`src/rtl/rv32_pkg.sv`:
```
// Shared RV32I encoding constants: immediate formats, major opcodes and encoder FSM states.
package rv32_pkg;

    localparam logic [2:0] FMT_I     = 3'b000;
    localparam logic [2:0] FMT_B     = 3'b001;
    localparam logic [2:0] FMT_J     = 3'b010;
    localparam logic [2:0] FMT_S     = 3'b011;
    localparam logic [2:0] FMT_U     = 3'b100;
    localparam logic [2:0] FMT_L     = 3'b101;
    localparam logic [2:0] FMT_SHIFT = 3'b110;
    localparam logic [2:0] FMT_LI    = 3'b111;

    localparam logic [6:0] OP_LUI    = 7'b0110111;
    localparam logic [6:0] OP_IMM    = 7'b0010011;
    localparam logic [6:0] OP_BRANCH = 7'b1100011;
    localparam logic [6:0] OP_JAL    = 7'b1101111;
    localparam logic [6:0] OP_STORE  = 7'b0100011;
    localparam logic [6:0] OP_LOAD   = 7'b0000011;

    localparam logic [2:0] F3_ADDI   = 3'b000;

    typedef enum logic {
        S_ACCEPT,
        S_LI_LO
    } enc_state_t;

    // True when v is representable as an nbits-wide two's-complement value.
    function automatic logic fits_signed(input logic [31:0] v, input int unsigned nbits);
        logic [31:0] s;
        s = 32'($signed(v) >>> (nbits - 1));
        return (s == '0) || (s == '1);
    endfunction

endpackage

```
`src/rtl/inst_pack.sv`:
```
// Combinational RV32I packer: places fields and immediate bits for one format and flags
// immediates that do not fit that format.
module inst_pack
    import rv32_pkg::*;
(
    input  logic [2:0]  fmt,
    input  logic [6:0]  opcode,
    input  logic [4:0]  rd,
    input  logic [4:0]  rs1,
    input  logic [4:0]  rs2,
    input  logic [2:0]  funct3,
    input  logic [6:0]  funct7,
    input  logic [31:0] imm,
    output logic [31:0] inst,
    output logic        err
);

    always_comb begin
        inst = '0;
        err  = 1'b0;
        case (fmt)
            FMT_I, FMT_L: begin
                inst = {imm[11:0], rs1, funct3, rd, opcode};
                err  = !fits_signed(imm, 12);
            end
            FMT_S: begin
                inst = {imm[11:5], rs2, rs1, funct3, imm[4:0], opcode};
                err  = !fits_signed(imm, 12);
            end
            FMT_B: begin
                inst = {imm[12], imm[10:5], rs2, rs1, funct3, imm[4:1], imm[11], opcode};
                err  = !fits_signed(imm, 13) || imm[0];
            end
            FMT_J: begin
                inst = {imm[20], imm[10:1], imm[11], imm[19:12], rd, opcode};
                err  = !fits_signed(imm, 21) || imm[0];
            end
            FMT_U: begin
                inst = {imm[31:12], rd, opcode};
                err  = (imm[11:0] != 12'd0);
            end
            FMT_SHIFT: begin
                inst = {funct7, imm[4:0], rs1, funct3, rd, opcode};
                err  = (imm[31:5] != 27'd0);
            end
            FMT_LI: begin
                // The top rewrites LI into I/U halves before packing; never an error here.
                inst = {imm[11:0], rs1, funct3, rd, opcode};
                err  = 1'b0;
            end
        endcase
    end

endmodule

```
`src/rtl/inst_encoder.sv`:
```
// Instruction encoder: accepts field/immediate requests, expands LI into LUI+ADDI and
// streams packed words with byte addresses through a single registered output slot.
module inst_encoder
    import rv32_pkg::*;
#(
    parameter int                ADDR_W     = 32,
    parameter logic [ADDR_W-1:0] RESET_ADDR = '0,
    parameter int                ERR_CNT_W  = 8
) (
    input  logic                 clk,
    input  logic                 rst,
    input  logic                 in_valid,
    output logic                 in_ready,
    input  logic [2:0]           in_fmt,
    input  logic [6:0]           in_opcode,
    input  logic [4:0]           in_rd,
    input  logic [4:0]           in_rs1,
    input  logic [4:0]           in_rs2,
    input  logic [2:0]           in_funct3,
    input  logic [6:0]           in_funct7,
    input  logic [31:0]          in_imm,
    output logic                 out_valid,
    input  logic                 out_ready,
    output logic [31:0]          out_inst,
    output logic [ADDR_W-1:0]    out_addr,
    output logic                 out_err,
    output logic [ERR_CNT_W-1:0] err_cnt
);

    enc_state_t           state_reg, state_next;
    logic [4:0]           li_rd_reg;
    logic [11:0]          li_lo_reg;
    logic                 out_valid_reg;
    logic [31:0]          out_inst_reg;
    logic                 out_err_reg;
    logic [ADDR_W-1:0]    out_addr_reg;
    logic [ERR_CNT_W-1:0] err_cnt_reg;

    logic        slot_free, in_fire, load, li_small, is_li, load_err;
    logic [19:0] li_hi;
    logic [2:0]  p_fmt, p_f3;
    logic [6:0]  p_op, p_f7;
    logic [4:0]  p_rd, p_rs1, p_rs2;
    logic [31:0] p_imm, p_inst;
    logic        p_err;

    assign slot_free = !out_valid_reg || out_ready;
    assign in_ready  = (state_reg == S_ACCEPT) && slot_free;
    assign in_fire   = in_valid && in_ready;
    assign li_small  = fits_signed(in_imm, 12);
    // Round the upper part so the sign-extended ADDI low half lands on the exact value.
    assign li_hi     = in_imm[31:12] + {19'd0, in_imm[11]};
    assign is_li     = (state_reg == S_LI_LO) || (in_fmt == FMT_LI);
    assign load_err  = p_err && !is_li;

    always_comb begin
        p_fmt = in_fmt;
        p_op  = in_opcode;
        p_rd  = in_rd;
        p_rs1 = in_rs1;
        p_rs2 = in_rs2;
        p_f3  = in_funct3;
        p_f7  = in_funct7;
        p_imm = in_imm;
        if (state_reg == S_LI_LO) begin
            p_fmt = FMT_I;
            p_op  = OP_IMM;
            p_rd  = li_rd_reg;
            p_rs1 = li_rd_reg;
            p_f3  = F3_ADDI;
            p_imm = {{20{li_lo_reg[11]}}, li_lo_reg};
        end else if (in_fmt == FMT_LI) begin
            if (li_small) begin
                p_fmt = FMT_I;
                p_op  = OP_IMM;
                p_rs1 = 5'd0;
                p_f3  = F3_ADDI;
            end else begin
                p_fmt = FMT_U;
                p_op  = OP_LUI;
                p_imm = {li_hi, 12'd0};
            end
        end
    end

    inst_pack u_pack (
        .fmt    (p_fmt),
        .opcode (p_op),
        .rd     (p_rd),
        .rs1    (p_rs1),
        .rs2    (p_rs2),
        .funct3 (p_f3),
        .funct7 (p_f7),
        .imm    (p_imm),
        .inst   (p_inst),
        .err    (p_err)
    );

    always_comb begin
        state_next = state_reg;
        load       = 1'b0;
        case (state_reg)
            S_ACCEPT: begin
                if (in_fire) begin
                    load = 1'b1;
                    if (in_fmt == FMT_LI && !li_small) state_next = S_LI_LO;
                end
            end
            S_LI_LO: begin
                if (slot_free) begin
                    load       = 1'b1;
                    state_next = S_ACCEPT;
                end
            end
        endcase
    end

    always_ff @(posedge clk) begin
        if (rst) begin
            state_reg     <= S_ACCEPT;
            li_rd_reg     <= '0;
            li_lo_reg     <= '0;
            out_valid_reg <= 1'b0;
            out_inst_reg  <= '0;
            out_err_reg   <= 1'b0;
            out_addr_reg  <= RESET_ADDR;
            err_cnt_reg   <= '0;
        end else begin
            state_reg <= state_next;
            if (load) begin
                out_valid_reg <= 1'b1;
                out_inst_reg  <= p_inst;
                out_err_reg   <= load_err;
                if (load_err && (err_cnt_reg != '1)) err_cnt_reg <= err_cnt_reg + 1'b1;
            end else if (out_ready) begin
                out_valid_reg <= 1'b0;
            end
            if (out_valid_reg && out_ready) out_addr_reg <= out_addr_reg + ADDR_W'(4);
            if (in_fire) begin
                li_rd_reg <= in_rd;
                li_lo_reg <= in_imm[11:0];
            end
        end
    end

    assign out_valid = out_valid_reg;
    assign out_inst  = out_inst_reg;
    assign out_err   = out_err_reg;
    assign out_addr  = out_addr_reg;
    assign err_cnt   = err_cnt_reg;

endmodule

```
`config.mk`:
```
export PLATFORM = sky130hd
export DESIGN_NAME = inst_encoder
export DESIGN_NICKNAME = d
export VERILOG_FILES = /design/src/rtl/rv32_pkg.sv /design/src/rtl/inst_pack.sv /design/src/rtl/inst_encoder.sv
export SDC_FILE = /design/constraint.sdc
export NUM_CORES = 1
export LEC_CHECK = 0
export ABC_AREA = 1
export BUFFER_PORTS_ARGS = -buffer_cell sky130_fd_sc_hd__clkbuf_2
export CAP_MARGIN = 10
export CORE_ASPECT_RATIO = 1.4
export CORE_MARGIN = 3
export CORE_UTILIZATION = 46
export DETAILED_ROUTE_END_ITERATION = 7
export PLACE_DENSITY = 0.78
export SKIP_CTS_REPAIR_TIMING = 1
export SLEW_MARGIN = 25
export SYNTH_ARGS = -nofsm -noshare
export SYNTH_HDL_FRONTEND = slang
export SYNTH_HIERARCHICAL = 1
export SYNTH_SLANG_ARGS = --single-unit
```
`constraint.sdc`:
```
create_clock -name clk -period 3.73 [get_ports clk]
set_input_delay 0.746 -clock clk [delete_from_list [all_inputs] [get_ports clk]]
set_output_delay 0.746 -clock clk [all_outputs]
set_load 0.01 [all_outputs]
```
## Word level (Yosys, flattened, before mapping)

Index checks and enable logic that the tools add are counted.
W data, S select, Z words.

| storage, ports and cells | value |
|---|---|
| flip-flop bits (word level) | 92 |
| input bits | 71 |
| word-level logic and storage cells | 83 |
| output and inout bits | 75 |

| operators by class | value |
|---|---|
| bitwise gates (word level) | 1 |
| muxes and demuxes | 27 |
| add/sub/neg operators | 3 |
| reduce and logical (&&, ||, !) cells | 31 |
| equality and inequality tests | 13 |

Operators by type and width:

| operator | number |
|---|---|
| $pmux W32 S6 | 1 |
| $eq A32 B32 Y1 const B | 4 |
| $logic_not A32 Y1 | 4 |
| $mux W32 | 3 |
| $add A32 B3 Y32 const B | 1 |
| $reduce_bool A27 Y1 | 1 |
| $add A20 B1 Y20 | 1 |
| $mux W5 | 4 |
| $mux W3 | 6 |
| $eq A3 B3 Y1 const B | 5 |
| $mux W7 | 2 |
| $reduce_bool A12 Y1 | 1 |
| $add A8 B1 Y8 const B | 1 |
| $logic_or A1 B1 Y1 | 8 |
| $ne A8 B8 Y1 const B | 1 |
| $mux W1 | 7 |
| $eq A3 B2 Y1 const B | 2 |
| $logic_and A1 B1 Y1 | 6 |
| $logic_not A1 Y1 | 6 |
| $mux W6 | 1 |
| $pmux W1 S6 | 1 |
| $reduce_or A3 Y1 | 2 |
| $pmux W1 S2 | 2 |
| $eq A3 B1 Y1 const B | 1 |
| 4 further kinds | 4 |

## Depth between registers and ports, before layout

Gate-level depths: netlist of run 1.

| depth | value |
|---|---|
| word-level depth | 13 |
| gate-level depth with buffers | 30 |
| depth with buffers taken out | 30 |

## Hierarchy

Netlist of run 1, hierarchy kept.

Modules (own cells, without submodules):

| module | instances | sequential area each (um^2) | cells an instance | area each (um^2) |
|---|---|---|---|---|
| inst_encoder | 1 | 1801.7 | 815 | 5183.7 |
| inst_pack | 1 | 0.0 | 206 | 928.4 |

## Worst setup path before layout of run 1

No wires, ideal clock.

| timing path | value |
|---|---|
| path type | input-to-reg |
| start | in in_imm[11] |
| end | reg err_cnt_reg[7] (netlist: err_cnt[7]) |
| buffers on the path | 0 |
| required time | 3617 ps |
| library setup time | 113 ps |
| arrival time | 3078 ps |
| stages | 29 |
| slack | 539 ps |
| path through | ha_1 -> ha_1 -> inv_1 -> nor2_1 -> nand2_1 -> nor2_2 -> nand2_1 -> nor2_1 -> nand2_1 -> nand2_1 -> nand3_1 -> nand2_1 -> nor2_1 -> nand2_1 -> inv_1 -> nand2_1 -> nor2_1 -> nand2_1 -> nand2_1 -> nand2_1 -> nand2_1 -> nand2_1 -> nand2_2 -> nor2_4 -> nand2_4 -> nor2_4 -> nand3b_1 -> nor2_1 -> nor2_1 |

| between the ends | value |
|---|---|
| longest elaborated chain between the ends | 13 |
| elaborated cells between the ends (all ways) | 39 |
| classes of those cells | 1 x add/sub; 11 x eq/ne; 7 x mux; 20 x reduce/logical |

RTL lines:

| item | line | RTL |
|---|---|---|
| start: declaration | inst_encoder.sv:21 | `input logic [31:0] in_imm,` |
| parallel branches: the longest is 2 deep, another holds $add A20 B1 Y20 | n/a |  |
| $mux W32 (*) | inst_encoder.sv:73 | `if (li_small) begin` |
| $mux W32 (*) | inst_encoder.sv:72 | `end else if (in_fmt == FMT_LI) begin` |
| $mux W32 (*) | inst_encoder.sv:65 | `if (state_reg == S_LI_LO) begin` |
| named net p_imm[24] | inst_encoder.sv:44 | `logic [31:0] p_imm, p_inst;` |
| $eq A32 B32 Y1 / $logic_not A32 Y1 (equally long branches) | rv32_pkg.sv:31 | `return (s == '0) \|\| (s == '1);` |
| $logic_or A1 B1 Y1 | rv32_pkg.sv:31 |  |
| $logic_not A1 Y1, on equally long branches | inst_pack.sv:36, inst_pack.sv:32 |  |
| $logic_or A1 B1 Y1, on equally long branches | inst_pack.sv:36, inst_pack.sv:32 |  |
| $pmux W1 S6 (*) | inst_pack.sv:21 | `case (fmt)` |
| named net p_err | inst_encoder.sv:45 | `logic p_err;` |
| $logic_and A1 B1 Y1 (*) | inst_encoder.sv:54 | `assign load_err = p_err && !is_li;` |
| $logic_and A1 B1 Y1 (*) | inst_encoder.sv:134 | `if (load_err && (err_cnt_reg != '1)) err_cnt_reg <= err_cnt_reg + 1'b1;` |
| $reduce_and A2 Y1 (no source line) (*) | n/a |  |
| end signal: assignment | inst_encoder.sv:134 |  |
| end: declaration | inst_encoder.sv:37 | `logic [ERR_CNT_W-1:0] err_cnt_reg;` |

Mark *: on every way through the listed nets, which the timed path passes.
A chain may end at the register's enable or synchronous reset.

## Worst setup path after layout of run 1

Same ends and word-level chain as after synthesis.

==> impl_metrics.env, run 1 <==
export IMPL_status="finished, final reports clean"
export IMPL_tns_ps=0
export IMPL_power_frac_comb=0.186
export IMPL_max_vdd_ir_drop_v=0.000185
export IMPL_final_setup_worst_slack_ps=410
export IMPL_async_flop_share=0
export IMPL_grt_max_degree=47
export IMPL_yosysUniqueCellTypes=43
export IMPL_fillers=1334
export IMPL_synth_cells=1021
export IMPL_slowest_delay_ps=200
export IMPL_synth_area_sq_mm=0.00611
export IMPL_max_cap_violations=0
export IMPL_p_clk_frac=0.403
export IMPL_cp_max_fo=5
export IMPL_cts_buffers=9
export IMPL_grt_pass1_vias=6291
export IMPL_grt_first_pass_wirelength_um=28800
export IMPL_clk_latency_ps=340
export IMPL_cp_arrival_ps=3550
export IMPL_slew_viol_final=0
export IMPL_core_sq_mm=0.0129
export IMPL_fp_dieH_um=142
export IMPL_avgSynthCellArea_sq_um=5.99
export IMPL_r2r_start="state_reg"
export IMPL_endpoint="err_cnt[7]"
export IMPL_worst_setup_path_start_kind="input pin"
export IMPL_relSlewSlack=0.394
export IMPL_post_place_ws_ps=73.4
export IMPL_ys_ff_latch=90
export IMPL_syn_to_final_growth_pct=20.5
export IMPL_routabilityCongestion=0.982
export IMPL_largest_reg_flops=32
export IMPL_p_int_uw=1830
export IMPL_multi_input_area_sq_mm=0.00360
export IMPL_cp_slowest_cell="ha_1"
export IMPL_synthAdderAreaFrac=0.0102
export IMPL_critPathTopFamily="simple AND/OR/NAND/NOR gates"
export IMPL_diodes=0
export IMPL_yosysTopAreaCell="dfxtp_1"
export IMPL_hold_path_class="reg2reg"
export IMPL_final_cell_mix="nand2_1 (254), nor2_1 (176), clkbuf_2 (143), inv_1 (121), dfxtp_1 (90)"
export IMPL_ios=146
export IMPL_die_w_um=103
export IMPL_drive_gt1_frac=0.205
export IMPL_vias=6821
export IMPL_avgViaCountPerCell=5.09
export IMPL_cts_sinks=90
export IMPL_layout_commonest_cell="nand2_1"
export IMPL_netSwitchingFraction=0.275
export IMPL_antenna_found_initial=0
export IMPL_yosys_area_share_simple=0.434
export IMPL_clk_pin_slew_ps=60
export IMPL_start_util=0.472
export IMPL_clock_skew_ps=4.75
export IMPL_wirelength_um=18100
export IMPL_power_switching_uw=695
export IMPL_port_buffers=143
export IMPL_wl_per_cell_um=13.5
export IMPL_synth_edf_count=0
export IMPL_crit_path_end_kind="flip-flop"
export IMPL_finalSetupViolCount=0
export IMPL_synth_top_cell_area_share=0.295
export IMPL_p_leak_uw=0.00359
export IMPL_seqPwrFrac=0.411
export IMPL_globalRouteTotalUtil=0.245
export IMPL_ys_top_cells_by_area="dfxtp_1 (29%), nand2_1 (16%), nor2_1 (11%), inv_1 (7.4%), nand3_1 (6.8%)"
export IMPL_drt_iter0_markers=406
export IMPL_cp_num_buf_inv=3
export IMPL_num_rows=49
export IMPL_synth_compound_area_frac=0.133
export IMPL_rsz0062_at_grt="false"
export IMPL_crit_required_ps=3960
export IMPL_synth_ff_type="dfxtp_1"
export IMPL_yosysWarnings=6
export IMPL_min_period_over_period=0.890
export IMPL_cts_buffer_depth=2
export IMPL_overflow=0
export IMPL_ant_nets=0
export IMPL_hold_viol=0
export IMPL_cts_tree="yes"
export IMPL_root_buffer="clkbuf_16"
export IMPL_reg2reg_to="err_cnt[7]"
export IMPL_worstSetupStartpoint="in_imm[11]"
export IMPL_muxShareOfSynthArea=0
export IMPL_fin_crit_ps=3320
export IMPL_first_pass_iters=5
export IMPL_cts_htree_levels=3
export IMPL_critPathMostFrequentCell="nand2_1"
export IMPL_dieArea_sq_mm=0.0147
export IMPL_p_per_area_mw_per_mm2=344
export IMPL_reg2reg_depth=19
export IMPL_max_freq_ghz=0.301
export IMPL_worst_pin_slew_ps=907
export IMPL_cp_depth=30
export IMPL_seq_area_frac_synth=0.295
export IMPL_power_uw=2530
export IMPL_synth_top_family_by_area="simple AND/OR/NAND/NOR gates"
export IMPL_drc=0
export IMPL_seq_area_sq_mm=0.00180
export IMPL_synth_xor_area_frac=0.0100
export IMPL_dp_hpwl_um=14500
export IMPL_worst_setup_path_type="in2reg"
export IMPL_r2r_setup_slack_ps=910
export IMPL_whs_ps=451
export IMPL_nets=1234
[worst reg2reg max path, stage by stage (launching register included)]
cell	delay [ps]
dfxtp_1	410
inv_2	120
buf_4	320
o21ai_2	120
nor2_1	220
inv_1	120
nand3_1	180
inv_1	110
o21ai_0	170
nand2_1	70
nand2_1	50
nand2_1	50
nand2_1	70
nand2_2	60
nor2_4	120
nand2_4	90
nor2_4	110
nand3b_1	110
nor2_1	140
nor2_1	60
[layer usage]
metal	wire length [um]	track usage	vias up
met2	9260	0.446	229
met4	884	0.123	0
met3	901	0.0294	61
met1	7020	0.273	3026
met5	0	0	-
li1	-	-	3505
[synthesized netlist by cell type, types with 2 or more instances]
master    number
a21oi_1       44
buf_1          2
buf_2          3
buf_4         11
buf_6          2
clkbuf_1      22
dfxtp_1       90
ha_1           5
inv_1        121
inv_2         11
nand2_1      254
nand2_2       12
nand2_4        7
nand3_1       83
nand3_2        2
nand3b_1       5
nand4_1       15
nor2_1       177
nor2_2         4
nor2_4        11
nor3_1        11
nor3_2         2
nor3b_1        2
o211ai_1       4
o211ai_2       2
o21ai_0       76
o21ai_1       12
o21bai_1       6
o22ai_1        4
or2_2          3
xnor2_1        3
xor2_1         4
[how the worst min path moves through the flow]
stage,from,to,slack [ps],cells past startpoint
after floorplan,li_lo_reg[0],li_lo_reg[0],420,2
after global placement,li_lo_reg[3],li_lo_reg[3],440,2
after detailed placement,li_lo_reg[0],li_lo_reg[0],440,2
after CTS,li_lo_reg[0],li_lo_reg[0],450,2
after global routing,li_lo_reg[10],li_lo_reg[10],480,2
final,li_lo_reg[0],li_lo_reg[0],450,2
[per-stage QoR]
| stage | instances | utilization | instance area, sq um |
|---|---|---|---|
| 2_1_floorplan | 1022 | - | 6120 |
| 3_3_place_gp | 1325 | 0.543 | 7020 |
| 3_5_place_dp | 1325 | 0.543 | 7020 |
| 4_1_cts | 1340 | 0.569 | 7350 |
| 5_1_grt | 1340 | 0.569 | 7360 |
| 6_report | 1340 | 0.569 | 7360 |
[power groups by stage]
stage | sequential [uW] | clock, uW | combinational [uW]
floorplan | 1080 | 0 | 278
global placement | 1060 | 0 | 464
detailed placement | 1060 | 0 | 468
CTS | 1040 | 1040 | 470
global route | 1050 | 1080 | 531
finish | 1040 | 1020 | 472
[layout make-up]
type / instances / area share
Clock buffer: 10 / 0.0311
Multi-Input combinational cell: 758 / 0.489
Clock inverter: 5 / 0.0141
Inverter: 134 / 0.0690
Tap cell: 178 / 0.0303
Sequential cell: 90 / 0.245
Timing Repair Buffer: 165 / 0.121
[kinds of logic after synthesis]
logic type | after synthesis
fa+ha+maj | 5
compound gates | 151
simple gates | 593
buf+inv | 174
xor+xnor | 7
other cells | 1
flops | 90
Note: power is estimated with default switching activity, not from simulation.
==> run 2, diff against run 1 <==
--- a/config.mk
+++ b/config.mk
@@ -8,11 +8,13 @@
 export ABC_AREA = 1
 export BUFFER_PORTS_ARGS = -buffer_cell sky130_fd_sc_hd__clkbuf_2
 export CAP_MARGIN = 10
+export CELL_PAD_IN_SITES_DETAIL_PLACEMENT = 0
+export CELL_PAD_IN_SITES_GLOBAL_PLACEMENT = 1
 export CORE_ASPECT_RATIO = 1.4
 export CORE_MARGIN = 3
-export CORE_UTILIZATION = 46
+export CORE_UTILIZATION = 35
 export DETAILED_ROUTE_END_ITERATION = 7
-export PLACE_DENSITY = 0.78
+export PLACE_DENSITY = 0.85
 export SKIP_CTS_REPAIR_TIMING = 1
 export SLEW_MARGIN = 25
 export SYNTH_ARGS = -nofsm -noshare
==> run 2 against run 1 <==
  * Setup slack got worse by 110 ps
  * Utilization fell by 12 points
  * First-iteration DRC count fell by 3.7%
  * Critical endpoint is now err_cnt[0]
  * Hold slack improved by 9.8 ps
  * Register-to-register slack got worse by 100 ps
  * Via count rose by 1.5%
  * Critical path depth fell by 2
  * Sequential share of layout area fell by 0.86 points
  * Total power fell by 2.3%
  * Clock skew rose by 6.2 ps
  * Sequential power barely moved
  * Largest cell class unchanged
==> impl_metrics.env, run 2 (synthesized netlist as in run 1, its figures left out) <==
export IMPL_status="finished, final reports clean"
export IMPL_fillers=1911
export IMPL_clk_pin_slew_ps=70
export IMPL_overflow=0
export IMPL_placed_cells=1411
export IMPL_cts_sinks=90
export IMPL_post_place_ws_ps=-75.9
export IMPL_clock_skew_ps=10.9
export IMPL_clk_latency_ps=350
export IMPL_gr_usage_met1=0.228
export IMPL_finalSetupViolCount=0
export IMPL_final_cells=1427
export IMPL_dpl_instance_area_sq_mm=0.00732
export IMPL_num_rows=56
export IMPL_cts_buffers=9
export IMPL_multi_input_area_sq_mm=0.00361
export IMPL_nets=1266
export IMPL_min_path_cells=2
export IMPL_relSlewSlack=0.350
export IMPL_vias=6923
export IMPL_wirelength_um=21200
export IMPL_syn_to_final_growth_pct=24.8
export IMPL_cp_arrival_ps=3710
export IMPL_start_util=0.360
export IMPL_ios=146
export IMPL_crit_required_ps=4010
export IMPL_layout_commonest_cell="nand2_1"
export IMPL_avgViaCountPerCell=4.85
export IMPL_cts_htree_levels=3
export IMPL_fin_crit_ps=3430
export IMPL_grt_pass1_vias=6764
export IMPL_slew_viol_final=0
export IMPL_final_setup_worst_slack_ps=302
export IMPL_drt_iter0_markers=391
export IMPL_crit_path_end_kind="flip-flop"
export IMPL_hold_viol=0
export IMPL_min_period_over_period=0.919
export IMPL_ant_nets=0
export IMPL_dp_hpwl_um=17300
export IMPL_grt_first_pass_wirelength_um=33600
export IMPL_p_leak_uw=0.00373
export IMPL_max_cap_violations=0
export IMPL_grt_max_degree=63
export IMPL_diodes=0
export IMPL_drc=0
export IMPL_die_w_um=118
export IMPL_root_buffer="clkbuf_16"
export IMPL_fp_dieH_um=162
export IMPL_core_sq_mm=0.0170
export IMPL_port_buffers=143
export IMPL_dieArea_sq_mm=0.0191
export IMPL_power_uw=2470
export IMPL_drive_gt1_frac=0.231
export IMPL_postLayoutCellArea_sq_mm=0.00763
export IMPL_worst_setup_path_type="in2reg"
export IMPL_r2r_setup_slack_ps=810
export IMPL_wl_per_cell_um=14.9
export IMPL_max_vdd_ir_drop_v=0.000197
export IMPL_max_freq_ghz=0.292
export IMPL_cp_max_fo=5
export IMPL_rsz0062_at_grt="false"
export IMPL_antenna_found_initial=1
export IMPL_reg2reg_depth=18
export IMPL_hold_path_class="reg2reg"
export IMPL_largest_reg_flops=32
export IMPL_cts_buffer_depth=2
export IMPL_cts_tree="yes"
export IMPL_first_pass_iters=5
export IMPL_tns_ps=0
export IMPL_p_per_area_mw_per_mm2=324
export IMPL_busiest_layer="met2"
export IMPL_globalRouteTotalUtil=0.218
export IMPL_routabilityCongestion=0.964
export IMPL_worst_setup_path_start_kind="input pin"
export IMPL_met2_usage=0.431
export IMPL_seq_area_sq_mm=0.00180
export IMPL_grt_util_met3=0.0313
export IMPL_final_cell_mix="nand2_1 (254), nor2_1 (173), clkbuf_2 (143), inv_1 (120), dfxtp_1 (90)"
export IMPL_worst_pin_slew_ps=973
## run 2: critical path, cell delays in order
cell,delay (ps)
clkbuf_2,90
ha_1,200
ha_2,220
inv_1,50
nor2_2,130
nand2_1,80
nor2_2,170
nand2_1,170
nor2_2,150
nand3_1,90
nand3_1,90
nand2_1,110
nor2_1,180
nand2_1,110
inv_1,60
nand2_1,40
nor2_1,130
nand2_1,60
nand2_1,60
nand2_1,40
nand2_1,60
nand2_1,60
nand2_2,80
nor2_4,50
nand2_4,120
buf_4,130
o21ai_0,60
a21oi_1,140
## run 2: path summary, 6_finish.rpt
path | startpoint | endpoint
hold reg to reg | li_lo_reg[0] | li_lo_reg[0]
hold / removal | li_lo_reg[0] | li_lo_reg[0]
setup / recovery | in_imm[11] | err_cnt[0]
setup reg to reg | state_reg | err_cnt[5]
## run 2: stage by stage
step / utilization / hold WS [ps]
after floorplan: - / 425
after global placement: 0.432 / 451
after detailed placement: 0.432 / 452
after CTS: 0.449 / 465
after global routing: 0.450 / 486
final: 0.450 / 461
## run 2: where the power goes
group / internal [uW] / total, uW / switching (uW)
Sequential: 1010 / 1040 / 27.1
Combinational: 188 / 510 / 322
Clock: 472 / 922 / 450
Total: 1670 / 2470 / 799
## run 2: final cells by class
type / count / area share
Multi-Input combinational cell: 758 / 0.474
Clock inverter: 7 / 0.00902
Timing Repair Buffer: 197 / 0.147
Sequential cell: 90 / 0.236
Tap cell: 232 / 0.0380
Clock buffer: 9 / 0.0295
Inverter: 134 / 0.0666
## run 2: layer usage
metal,up-vias,share of wire,wire (um)
li1,3562,-,-
met1,3138,0.39,8300
met2,175,0.53,11300
met3,46,0.036,768
met4,2,0.038,803
met5,-,0.00061,13
==> run 3, diff against run 2 <==
==> constraint.sdc (replaced) <==
create_clock -name clk -period 3.3 [get_ports clk]
set_input_delay 0.66 -clock clk [delete_from_list [all_inputs] [get_ports clk]]
set_output_delay 0.66 -clock clk [all_outputs]
set_load 0.01 [all_outputs]
==> run 3 against run 2 <==
  * Via count up 2.8%
  * Die area unchanged
  * Sequential power up 13%
  * Global-route usage down 0.059 points
  * Critical endpoint is now err_cnt[7]
  * Highest routed layer is now met4
  * Largest power group unchanged
  * First-iteration DRC count down 16%
  * Wire length up 0.33%
==> impl_metrics.env, run 3 (synthesized netlist as in run 1, its figures left out) <==
export IMPL_status="finished, final reports clean"
export IMPL_root_buffer="clkbuf_16"
export IMPL_antenna_found_initial=0
export IMPL_hold_path_class="reg2reg"
export IMPL_final_setup_worst_slack_ps=256
export IMPL_max_cap_violations=0
export IMPL_crit_path_end_kind="flip-flop"
export IMPL_cts_htree_levels=3
export IMPL_p_leak_uw=0.00410
export IMPL_clock_skew_ps=15.2
export IMPL_netSwitchingFraction=0.316
export IMPL_avgViaCountPerCell=4.75
export IMPL_crit_required_ps=3540
export IMPL_die_w_um=118
export IMPL_cts_sinks=90
export IMPL_cp_arrival_ps=3290
export IMPL_wl_met2_um=11300
export IMPL_syn_to_final_growth_pct=36.8
export IMPL_ios=146
export IMPL_cts_buffer_depth=2
export IMPL_p_per_area_mw_per_mm2=343
export IMPL_cts_tree="yes"
export IMPL_rsz0062_at_grt="true"
export IMPL_first_pass_iters=5
export IMPL_start_util=0.360
export IMPL_slowest_delay_ps=180
export IMPL_p_clk_frac=0.360
export IMPL_cts_buffers=9
export IMPL_layout_commonest_cell="nand2_1"
export IMPL_worst_setup_path_type="in2reg"
export IMPL_dpl_instance_area_sq_mm=0.00786
export IMPL_routabilityCongestion=0.949
export IMPL_drt_iter0_markers=330
export IMPL_fp_dieH_um=162
export IMPL_dp_hpwl_um=17600
export IMPL_worst_pin_slew_ps=917
export IMPL_power_switching_uw=905
export IMPL_clk_pin_slew_ps=80
export IMPL_whs_ps=457
export IMPL_max_freq_ghz=0.329
export IMPL_relSlewSlack=0.387
export IMPL_finalSetupViolCount=0
export IMPL_placed_cells=1480
export IMPL_largest_reg_flops=32
export IMPL_worst_setup_path_start_kind="input pin"
export IMPL_multi_input_area_sq_mm=0.00375
export IMPL_dieArea_sq_mm=0.0191
export IMPL_num_rows=56
export IMPL_cp_slowest_cell="and3b_1"
export IMPL_grt_pass1_vias=6856
export IMPL_seqPwrFrac=0.410
export IMPL_cp_max_fo=4
export IMPL_r2r_setup_slack_ps=600
export IMPL_dr_wl_met3_um=738
export IMPL_final_cells=1498
export IMPL_drc=0
export IMPL_wirelength_um=21300
export IMPL_wl_per_cell_um=14.2
export IMPL_hold_viol=0
export IMPL_postLayoutCellArea_sq_mm=0.00836
export IMPL_core_sq_mm=0.0170
export IMPL_grt_max_degree=60
export IMPL_critPathMostFrequentCell="nand2_1"
export IMPL_fillers=1855
export IMPL_wl_met1_um=8440
export IMPL_port_buffers=143
export IMPL_nets=1337
export IMPL_max_vdd_ir_drop_v=0.000227
export IMPL_cp_num_buf_inv=4
export IMPL_post_route_util=0.493
export IMPL_seq_area_sq_mm=0.00180
export IMPL_fin_crit_ps=3040
export IMPL_p_int_uw=1960
export IMPL_slew_viol_final=0
export IMPL_min_period_over_period=0.922
export IMPL_power_frac_comb=0.230
export IMPL_post_place_ws_ps=-274
export IMPL_routed_top_layer="met4"
export IMPL_overflow=0
export IMPL_globalRouteTotalUtil=0.218
export IMPL_diodes=0
export IMPL_critPathTopFamily="simple AND/OR/NAND/NOR gates"
export IMPL_vias=7114
export IMPL_drive_gt1_frac=0.301
export IMPL_final_cell_mix="nand2_1 (245), nor2_1 (161), clkbuf_2 (141), buf_4 (121), inv_1 (119)"
export IMPL_clk_latency_ps=350
export IMPL_grt_first_pass_wirelength_um=33400
export IMPL_ant_nets=0
==> run 3: changes by cell type in the layout (fill, tap and decap cells not counted), sizes merged <==
cell,before,now
buf,54,127
clkbuf,152,150
clkinv,6,4
inv,135,137
==> run 3: layout make-up <==
cell class,count,area share
multi-input combinational,758,0.448
sequential,90,0.216
timing repair buffer,268,0.204
inverter,134,0.0614
tap,232,0.0347
clock buffer,9,0.0269
clock inverter,7,0.00913
==> run 3: path summary, 6_finish.rpt <==
check / end / from / depth (start not counted)
max: err_cnt[7] / in_imm[12] / 31
min reg2reg: li_lo_reg[1] / li_lo_reg[1] / 2
max reg2reg: err_cnt[7] / state_reg / 21
min: li_lo_reg[1] / li_lo_reg[1] / 2
==> run 3: worst reg2reg max path: cells and delay by family, from the launching register on <==
kind	cells	cell delay, ps
flip-flops	1	400
AND/OR/NAND/NOR	18	1510
buffers and inverters	3	730
==> run 3: layer usage <==
layer	GRT usage	vias up
met4	0.0923	0
met5	0	-
li1	-	3705
met1	0.239	3198
met2	0.421	165
met3	0.0243	46
==> run 3: power by group through the flow <==
stage          combinational, uW  clock [uW]  sequential [uW]
2_1_floorplan                314           0             1220
3_3_place_gp                 636           0             1200
3_5_place_dp                 638           0             1200
4_1_cts                      640        1060             1180
5_1_grt                      735        1100             1180
6_report                     659        1030             1180
==> run 3: per-stage QoR <==
step / TNS (ps) / total power (uW)
6_report: 0 / 2870
3_5_place_dp: -2030 / 1840
4_1_cts: 0 / 2880
2_1_floorplan: 0 / 1530
3_3_place_gp: -1670 / 1830
5_1_grt: -65.2 / 3020
